## config.mk

```make
export PLATFORM = sky130hd
export DESIGN_NAME = voxel_scene_scheduler
export DESIGN_NICKNAME = d
export VERILOG_FILES = /design/src/rtl/scene_pkg.sv /design/src/rtl/voxel_index_counter.sv /design/src/rtl/voxel_scene_scheduler.sv
export SDC_FILE = /design/constraint.sdc
export NUM_CORES = 1
export LEC_CHECK = 0
export BUFFER_PORTS_ARGS = -buffer_cell sky130_fd_sc_hd__buf_2
export CAP_MARGIN = 10
export CORE_AREA = 2 2 441 443
export DETAILED_ROUTE_END_ITERATION = 8
export DIE_AREA = 0 0 443 445
export MAX_ROUTING_LAYER = met4
export SKIP_LAST_GASP = 1
export SLEW_MARGIN = 5
export SYNTH_ARGS = -nofsm -noshare
export SYNTH_HDL_FRONTEND = slang
export SYNTH_HIERARCHICAL = 1
export SYNTH_SLANG_ARGS = --single-unit
```

## constraint.sdc

```tcl
create_clock -name clk_in -period 21.5 [get_ports clk_in]
set_input_delay 4.3 -clock clk_in [delete_from_list [all_inputs] [get_ports clk_in]]
set_output_delay 4.3 -clock clk_in [all_outputs]
set_load 0.005 [all_outputs]
```

## src/rtl/scene_pkg.sv

```systemverilog
// Shared definitions for the voxel scene pipeline: Q16.16 fixed-point
// constants, the 4x4 view matrix type and the scheduler state encoding.
package scene_pkg;

    localparam int SCENE_COORD_W = 32;
    localparam int FIX_SHIFT     = 16;
    localparam logic [SCENE_COORD_W-1:0] FIX_ONE = 32'h0001_0000;

    // Row-major 4x4 matrix of signed Q16.16 entries.
    typedef logic signed [3:0][3:0][SCENE_COORD_W-1:0] mat4_t;

    typedef enum logic [2:0] {
        IDLE,
        FETCH,
        WAIT_MEM,
        CHECK,
        START_CUBE,
        WAIT_CUBE,
        NEXT,
        DONE
    } state_t;

endpackage

```

## src/rtl/voxel_index_counter.sv

```systemverilog
// Three-axis wrap counter over a power-of-two voxel grid. x runs fastest,
// then y, then z. The linear address is the plain bit concatenation
// {z, y, x}, which equals z*GRID_X*GRID_Y + y*GRID_X + x for
// power-of-two grid sizes.
module voxel_index_counter
    import scene_pkg::*;
#(
    parameter int GRID_X     = 8,
    parameter int GRID_Y     = 8,
    parameter int GRID_Z     = 8,
    parameter int ADDR_WIDTH = $clog2(GRID_X * GRID_Y * GRID_Z),
    parameter int XW         = $clog2(GRID_X),
    parameter int YW         = $clog2(GRID_Y),
    parameter int ZW         = $clog2(GRID_Z)
) (
    input  logic                  clk_in,
    input  logic                  rst_in,
    input  logic                  clear,
    input  logic                  step,
    output logic [XW-1:0]         x,
    output logic [YW-1:0]         y,
    output logic [ZW-1:0]         z,
    output logic [ADDR_WIDTH-1:0] addr,
    output logic                  last
);

    logic x_wrap;
    logic y_wrap;
    logic z_wrap;

    assign x_wrap = (x == XW'(GRID_X - 1));
    assign y_wrap = (y == YW'(GRID_Y - 1));
    assign z_wrap = (z == ZW'(GRID_Z - 1));

    assign addr = ADDR_WIDTH'({z, y, x});
    assign last = x_wrap & y_wrap & z_wrap;

    // Advance x, carrying into y and then z; clear has priority over step.
    always_ff @(posedge clk_in or posedge rst_in) begin
        if (rst_in) begin
            x <= '0;
            y <= '0;
            z <= '0;
        end else if (clear) begin
            x <= '0;
            y <= '0;
            z <= '0;
        end else if (step) begin
            x <= x_wrap ? '0 : x + 1'b1;
            if (x_wrap) begin
                y <= y_wrap ? '0 : y + 1'b1;
                if (y_wrap) begin
                    z <= z_wrap ? '0 : z + 1'b1;
                end
            end
        end
    end

endmodule

```

## src/rtl/voxel_scene_scheduler.sv

```systemverilog
// Frame sequencer: walks the voxel occupancy memory in address order and
// launches one cube drawer job per occupied voxel, with the view matrix
// latched for the whole frame.
module voxel_scene_scheduler
    import scene_pkg::*;
#(
    parameter int COORD_WIDTH = 32,
    parameter int GRID_X      = 8,
    parameter int GRID_Y      = 8,
    parameter int GRID_Z      = 8,
    parameter int MEM_LATENCY = 2,
    parameter int ADDR_WIDTH  = $clog2(GRID_X * GRID_Y * GRID_Z)
) (
    input  logic                                      clk_in,
    input  logic                                      rst_in,
    input  logic                                      frame_start,
    input  logic signed [3:0][3:0][COORD_WIDTH-1:0]   view_matrix_in,
    output logic [ADDR_WIDTH-1:0]                     voxel_addr,
    input  logic                                      voxel_data,
    output logic                                      cube_start,
    output logic signed [COORD_WIDTH-1:0]             cube_x,
    output logic signed [COORD_WIDTH-1:0]             cube_y,
    output logic signed [COORD_WIDTH-1:0]             cube_z,
    output logic signed [3:0][3:0][COORD_WIDTH-1:0]   view_matrix,
    input  logic                                      cube_busy,
    input  logic                                      cube_done,
    output logic                                      busy,
    output logic                                      frame_done,
    output logic [ADDR_WIDTH:0]                       cube_count
);

    localparam int XW = $clog2(GRID_X);
    localparam int YW = $clog2(GRID_Y);
    localparam int ZW = $clog2(GRID_Z);

    state_t state;
    state_t state_nx;

    logic [1:0]            lat_cnt;
    logic                  frame_accept;
    logic [XW-1:0]         idx_x;
    logic [YW-1:0]         idx_y;
    logic [ZW-1:0]         idx_z;
    logic [ADDR_WIDTH-1:0] idx_addr;
    logic                  idx_last;

    // Voxel index to origin-centred Q16.16 corner: (idx - half) << 16,
    // computed signed so the lower half of the grid comes out negative.
    function automatic logic signed [COORD_WIDTH-1:0] voxel_corner(input int idx,
                                                                   input int half);
        logic signed [COORD_WIDTH-1:0] offs;
        offs = COORD_WIDTH'(idx - half);
        return offs <<< FIX_SHIFT;
    endfunction

    // A frame is only taken from IDLE; requests while busy are dropped.
    assign frame_accept = (state == IDLE) && frame_start;
    assign voxel_addr   = idx_addr;

    voxel_index_counter #(
        .GRID_X     (GRID_X),
        .GRID_Y     (GRID_Y),
        .GRID_Z     (GRID_Z),
        .ADDR_WIDTH (ADDR_WIDTH),
        .XW         (XW),
        .YW         (YW),
        .ZW         (ZW)
    ) u_index (
        .clk_in (clk_in),
        .rst_in (rst_in),
        .clear  (frame_accept),
        .step   (state == NEXT),
        .x      (idx_x),
        .y      (idx_y),
        .z      (idx_z),
        .addr   (idx_addr),
        .last   (idx_last)
    );

    // State register.
    always_ff @(posedge clk_in or posedge rst_in) begin
        if (rst_in) begin
            state <= IDLE;
        end else begin
            state <= state_nx;
        end
    end

    // Memory latency counter: restarts on every fetch, runs during WAIT_MEM.
    always_ff @(posedge clk_in or posedge rst_in) begin
        if (rst_in) begin
            lat_cnt <= '0;
        end else if (state == FETCH) begin
            lat_cnt <= '0;
        end else if (state == WAIT_MEM) begin
            lat_cnt <= lat_cnt + 2'd1;
        end
    end

    // Frame matrix, cube corner and drawn-cube count registers.
    always_ff @(posedge clk_in or posedge rst_in) begin
        if (rst_in) begin
            view_matrix <= '0;
            cube_count  <= '0;
            cube_x      <= '0;
            cube_y      <= '0;
            cube_z      <= '0;
        end else begin
            if (frame_accept) begin
                view_matrix <= view_matrix_in;
                cube_count  <= '0;
            end
            if ((state == CHECK) && voxel_data) begin
                cube_x <= voxel_corner(int'(idx_x), GRID_X / 2);
                cube_y <= voxel_corner(int'(idx_y), GRID_Y / 2);
                cube_z <= voxel_corner(int'(idx_z), GRID_Z / 2);
            end
            if ((state == WAIT_CUBE) && cube_done) begin
                cube_count <= cube_count + 1'b1;
            end
        end
    end

    // Next-state and decoded outputs.
    always_comb begin
        state_nx   = state;
        busy       = 1'b1;
        frame_done = 1'b0;
        cube_start = 1'b0;
        case (state)
            IDLE: begin
                busy = 1'b0;
                if (frame_start) begin
                    state_nx = FETCH;
                end
            end
            FETCH: begin
                state_nx = (MEM_LATENCY == 1) ? CHECK : WAIT_MEM;
            end
            WAIT_MEM: begin
                if (int'(lat_cnt) >= MEM_LATENCY - 2) begin
                    state_nx = CHECK;
                end
            end
            CHECK: begin
                state_nx = voxel_data ? START_CUBE : NEXT;
            end
            START_CUBE: begin
                // Guard against a drawer that is still busy; with a drawer
                // that honours its turnaround this launches immediately.
                if (!cube_busy) begin
                    cube_start = 1'b1;
                    state_nx   = WAIT_CUBE;
                end
            end
            WAIT_CUBE: begin
                if (cube_done) begin
                    state_nx = NEXT;
                end
            end
            NEXT: begin
                state_nx = idx_last ? DONE : FETCH;
            end
            DONE: begin
                busy       = 1'b0;
                frame_done = 1'b1;
                state_nx   = IDLE;
            end
            default: begin
                state_nx = IDLE;
            end
        endcase
    end

endmodule
```

After elaboration in Yosys (flattened, before gate mapping) --
Cells that the tools add are included.
Operators by class: $add $sub $neg 7, equal/unequal tests 13, multiplexer cells 24, bitwise operators 2, reduce and logical (&&, ||, !) cells 12
Operator list (number):
- 2-to-1 mux 3 bit | 16
- case mux 3 bit (8 select lines) | 1
- equality test 3 bit, second input constant | 7
- 2-to-1 mux 10 bit | 2
- subtractor 3 x 3 -> 4 bit, second input constant | 3
- adder 10 x 1 -> 10 bit, second input constant | 1
- adder 3 x 1 -> 3 bit, second input constant | 3
- nonzero test 2 bit | 4
- equality test 3 x 2 -> 1 bit, second input constant | 2
- != test 2 bit, second input constant | 3
- AND reduction 3 bit | 2
- 2-to-1 mux 1 bit | 4
- equality test 3 x 1 -> 1 bit, second input constant | 1
- logical AND 1 bit | 3
- zero test 3 bit | 1
- AND 1 bit | 2
- 2-to-1 mux 2 bit | 1
- AND reduction 2 bit | 1
- OR reduction 2 bit | 1
Storage, ports and cells: flip-flop bits (word level) 582, input bits 518, output and inout port bits 630, logic and storage cells 82

Depth between registers and ports, before layout --
depth in word-level cells 6, mapped depth 7, mapped depth without buffers 6

Modules after synthesis --
Netlist, hierarchy kept.
By module, submodules not included:
- voxel_scene_scheduler | instances 1, cells each 2353, area each 21177.8 µm², seq. area each 13362.8 µm²
- voxel_index_counter | instances 1, cells each 56, area each 595.6 µm², seq. area each 225.2 µm²

Least setup slack after synthesis --
No wires, ideal clock.
path type in2out, from in cube_busy, to out cube_start, arrival 4.516 ns, required time 17.200 ns, setup slack 12.684 ns, stages 1, buffers on the path 0, cell sequence nor4_1
Between the ends: longest elaborated chain between the ends 2
RTL lines:
- start: declaration | line voxel_scene_scheduler.sv:25 | input logic cube_busy,
- 2-to-1 mux 1 bit | line voxel_scene_scheduler.sv:151 | if (!cube_busy) begin
- 2-to-1 mux 1 bit | line voxel_scene_scheduler.sv:130 | case (state)
- end: declaration | line voxel_scene_scheduler.sv:20 | output logic cube_start,
No other way between the ends.

Final worst setup path --
Ends and elaborated chain as after synthesis.

==> metrics.txt <==
run status=completed; root buffer cell=clkbuf_16; Synth Register Bits=~540; number of enable flip-flop cells after synthesis=0; CP Max Fanout=2; Synth area leaders=dfrtp_1, nand2_1, buf_4; GPL Wtd Cong=about 1.0; post-route ant nets=0; grt peak-use layer=met2; register area=between 10000 and 15000 sq um; critical path's slowest cell=nor4_1; final total power=roughly 4.8 mW; Cell variety after synth=44; cell taking the most area after synthesis=dfrtp_1; met1 global-route usage=0.1608; area grow syn2layout=46.51%; initial antenna violation count=~70; H-tree levels=3; drt drc=0; DP HPWL=around 110000 microns; Final #Nets=roughly 4000; Clock transition at path regs=60 ps; Fillers=between 20000 and 25000; Slew @ Worst Pin=roughly 1100 ps; async set or reset register ratio after synthesis=1.000; met2 Resource Use GR=0.2314; Max Clk Rate=approximately 110 MHz; first-pass GRT wire length=roughly 180000 microns; worst skew pair latency=between 600 and 700 ps; Final min period=approximately 9000 ps; share of cells above drive strength 1=0.3588; Hold Path Class=reg -> reg; CP Buf/Inv Count=2; vias post-DR=20198; Routed wire per std cell=between 20 and 25 microns; DRC marker count from the first detailed-route iteration=~1400; Power Dens Cells=around 150 nW/um^2; Rows=approximately 160; final setup fails=0; DRT Pass-1 Iters=6; largest net degree at the start of global routing=170; CP required=17200 ps; Post-CTS Setup Repair Bufs=0; total CTS buffers=74; Hold Path Stages=2; GRT Total Usage=0.1373; GRT met3 Usage=0.03438; Setup TNS=0 ps; P_leak=roughly 18 nW; syn_area_per_cell=roughly 9.0 sq um; core region area=between 150000 and 200000 sq um; sequential-to-total area share from yosys stat=0.6241; Die ar.=197100 sq um; Ys Warns=6; fin area=31900 sq um; crit path kind=in -> out; max-cap viol count=0; Critical Path AT=approximately 4800 ps; predominant post-synthesis flop cell=dfrtp_1; kind of cell adding the most delay to the critical path=buffers and inverters; CTS sink cnt=approximately 540; CP Cell Sequence=buf_2 -> nor4_1 -> buf_2; CTS tree=yes; stages on the worst setup path=3; post-synth top area share=0.6241; Syn Inst Count=between 2000 and 2500; Worst VDD drop=0.05927 mV; post-cts resize count=0; relative slew slack=0.2573; vias per inst=about 3.3; Critical Path Max Stage Delay=~180 ps; final worst path period share=0.4223; CTS Buffer Depth=3; cts hold-fix bufs=0; Setup Skew=about 37 ps; final core occ=0.1662; mapped cell area=21770 sq um; multi-input logic area=about 6700 sq um; Worst R2R Path Depth=6; Hold Vio Cnt, Final=0; die width=443 microns; CP Capture Type=primary output; Initial Util=0.1134; Detailed Route WL=136700 microns; IO Pins=around 1100; Placement Cell Area=29130 sq um; die height=445 microns; CP startpoint kind=input pin; final max-slew violation count=0; IO Port Bufs=1099; grt total ovfl=0; unrepaired setup endpoints after global routing=no; number of global-route vias before repair=approximately 20000; CP dominant cell by count=buf_2
[cell usage in the layout, fill, tap and decap left out, types with 2 or more instances in the layout]
master | Yosys | routed
clkinv_2 | 0 | 10
buf_12 | 0 | 3
mux2i_1 | 5 | 5
nand3_1 | 8 | 8
o21ai_0 | 8 | 8
nand2_1 | 1548 | 1548
bufinv_16 | 0 | 13
clkinv_16 | 0 | 2
inv_16 | 0 | 3
and3_1 | 4 | 4
clkinvlp_4 | 0 | 4
diode_2 | 0 | 39
nor4_1 | 2 | 2
clkbuf_1 | 9 | 10
nand4b_1 | 2 | 2
clkbuf_16 | 0 | 74
inv_1 | 4 | 3
nor3_1 | 3 | 3
ha_1 | 7 | 7
a21o_1 | 2 | 2
mux2_2 | 6 | 6
a21oi_1 | 8 | 8
o211ai_1 | 2 | 2
inv_6 | 0 | 3
a21bo_2 | 3 | 3
nor2_1 | 5 | 5
clkbuf_8 | 0 | 12
conb_1 | 1 | 48
nand2b_1 | 7 | 7
buf_2 | 60 | 1099
dfrtp_1 | 543 | 543
buf_4 | 96 | 12
a31oi_1 | 5 | 5
[flip-flops by register name, indices dropped and copies added, names as in the netlist]
| signal | flops |
|---|---|
| cube_z | 3 |
| u_index/y | 3 |
| cube_x | 3 |
| u_index/x | 3 |
| cube_count | 10 |
| state | 3 |
| u_index/z | 3 |
| view_matrix | 512 |
| cube_y | 3 |
[worst register-to-register path, delay by kind of cell, from the launching register on]
kind | cells | cell delay, ps
buffers and inverters | 3 | 2460
DFF | 1 | 650
and+or+nand+nor | 3 | 1000
[power by group]
group	leakage, nW	internal (mW)	total [mW]	switching (mW)
sequential	6.83	1.48	1.76	0.282
clock	1.30	0.838	1.38	0.544
combinational	9.58	0.595	1.69	1.10
total	17.7	2.91	4.83	1.92
[metrics by stage]
step / hold WS, ps / instances / setup WS, ps
global route: 482.1 / 6043 / 12360
CTS: 470.1 / 6010 / 12410
finish: 465.1 / 6049 / 12420
global placement: 450.8 / 5878 / 12430
floorplan: 469.7 / 2456 / 2276
detailed placement: 456.4 / 5878 / 12410
[layer usage]
| layer | vias to the layer above | wire (microns) |
|---|---|---|
| met3 | 182 | 8989 |
| met4 | 0 | 3933 |
| met5 | - | 0 |
| met1 | 9912 | 55350 |
| met2 | 829 | 68440 |
| li1 | 9275 | - |
[cell usage after synthesis (2+ instances only)]
library cell     n
a21bo_2          3
a21o_1           2
a21oi_1          8
a31oi_1          5
and3_1           4
buf_2           60
buf_4           96
buf_6           48
buf_8            4
clkbuf_1         9
dfrtp_1        543
ha_1             7
inv_1            4
mux2_2           6
mux2i_1          5
nand2_1       1548
nand2b_1         7
nand3_1          8
nand4b_1         2
nor2_1           5
nor3_1           3
nor4_1           2
o211ai_1         2
o21ai_0          8
[path summary, 6_finish.rpt]
kind / start / endpoint / slack, ps
worst min register to register: view_matrix[408] / view_matrix[408] / 470
worst max register to register: state[0] / view_matrix[225] / 17340
worst max-delay path: cube_busy / cube_start / 12420
min in group asynchronous: rst_in / u_index/z[1] / 3640
worst min-delay path: view_matrix[408] / view_matrix[408] / 470
max in group asynchronous: rst_in / view_matrix[215] / 15380
[cells by family after synthesis]
| group | after synthesis | share of synthesized area |
|---|---|---|
| adders and majority gates | 7 | 0.004022 |
| and+or+nand+nor | 1589 | 0.2785 |
| DFF | 543 | 0.6241 |
| other | 1 | 0.0001722 |
| buffers and inverters | 223 | 0.07717 |
| muxes | 12 | 0.005919 |
| AOI/OAI and AO/OA | 34 | 0.01017 |
[cell type report]
type	count	area share
flip-flops and latches	543	0.4259
multi-input cells	1690	0.2096
repair buffers	1114	0.1771
well taps	2526	0.09907
clock buffers	96	0.06440
clock inverters	36	0.01949
diodes	39	0.003059
inverters	5	0.001334
Note: power is estimated with default switching activity, not from simulation.
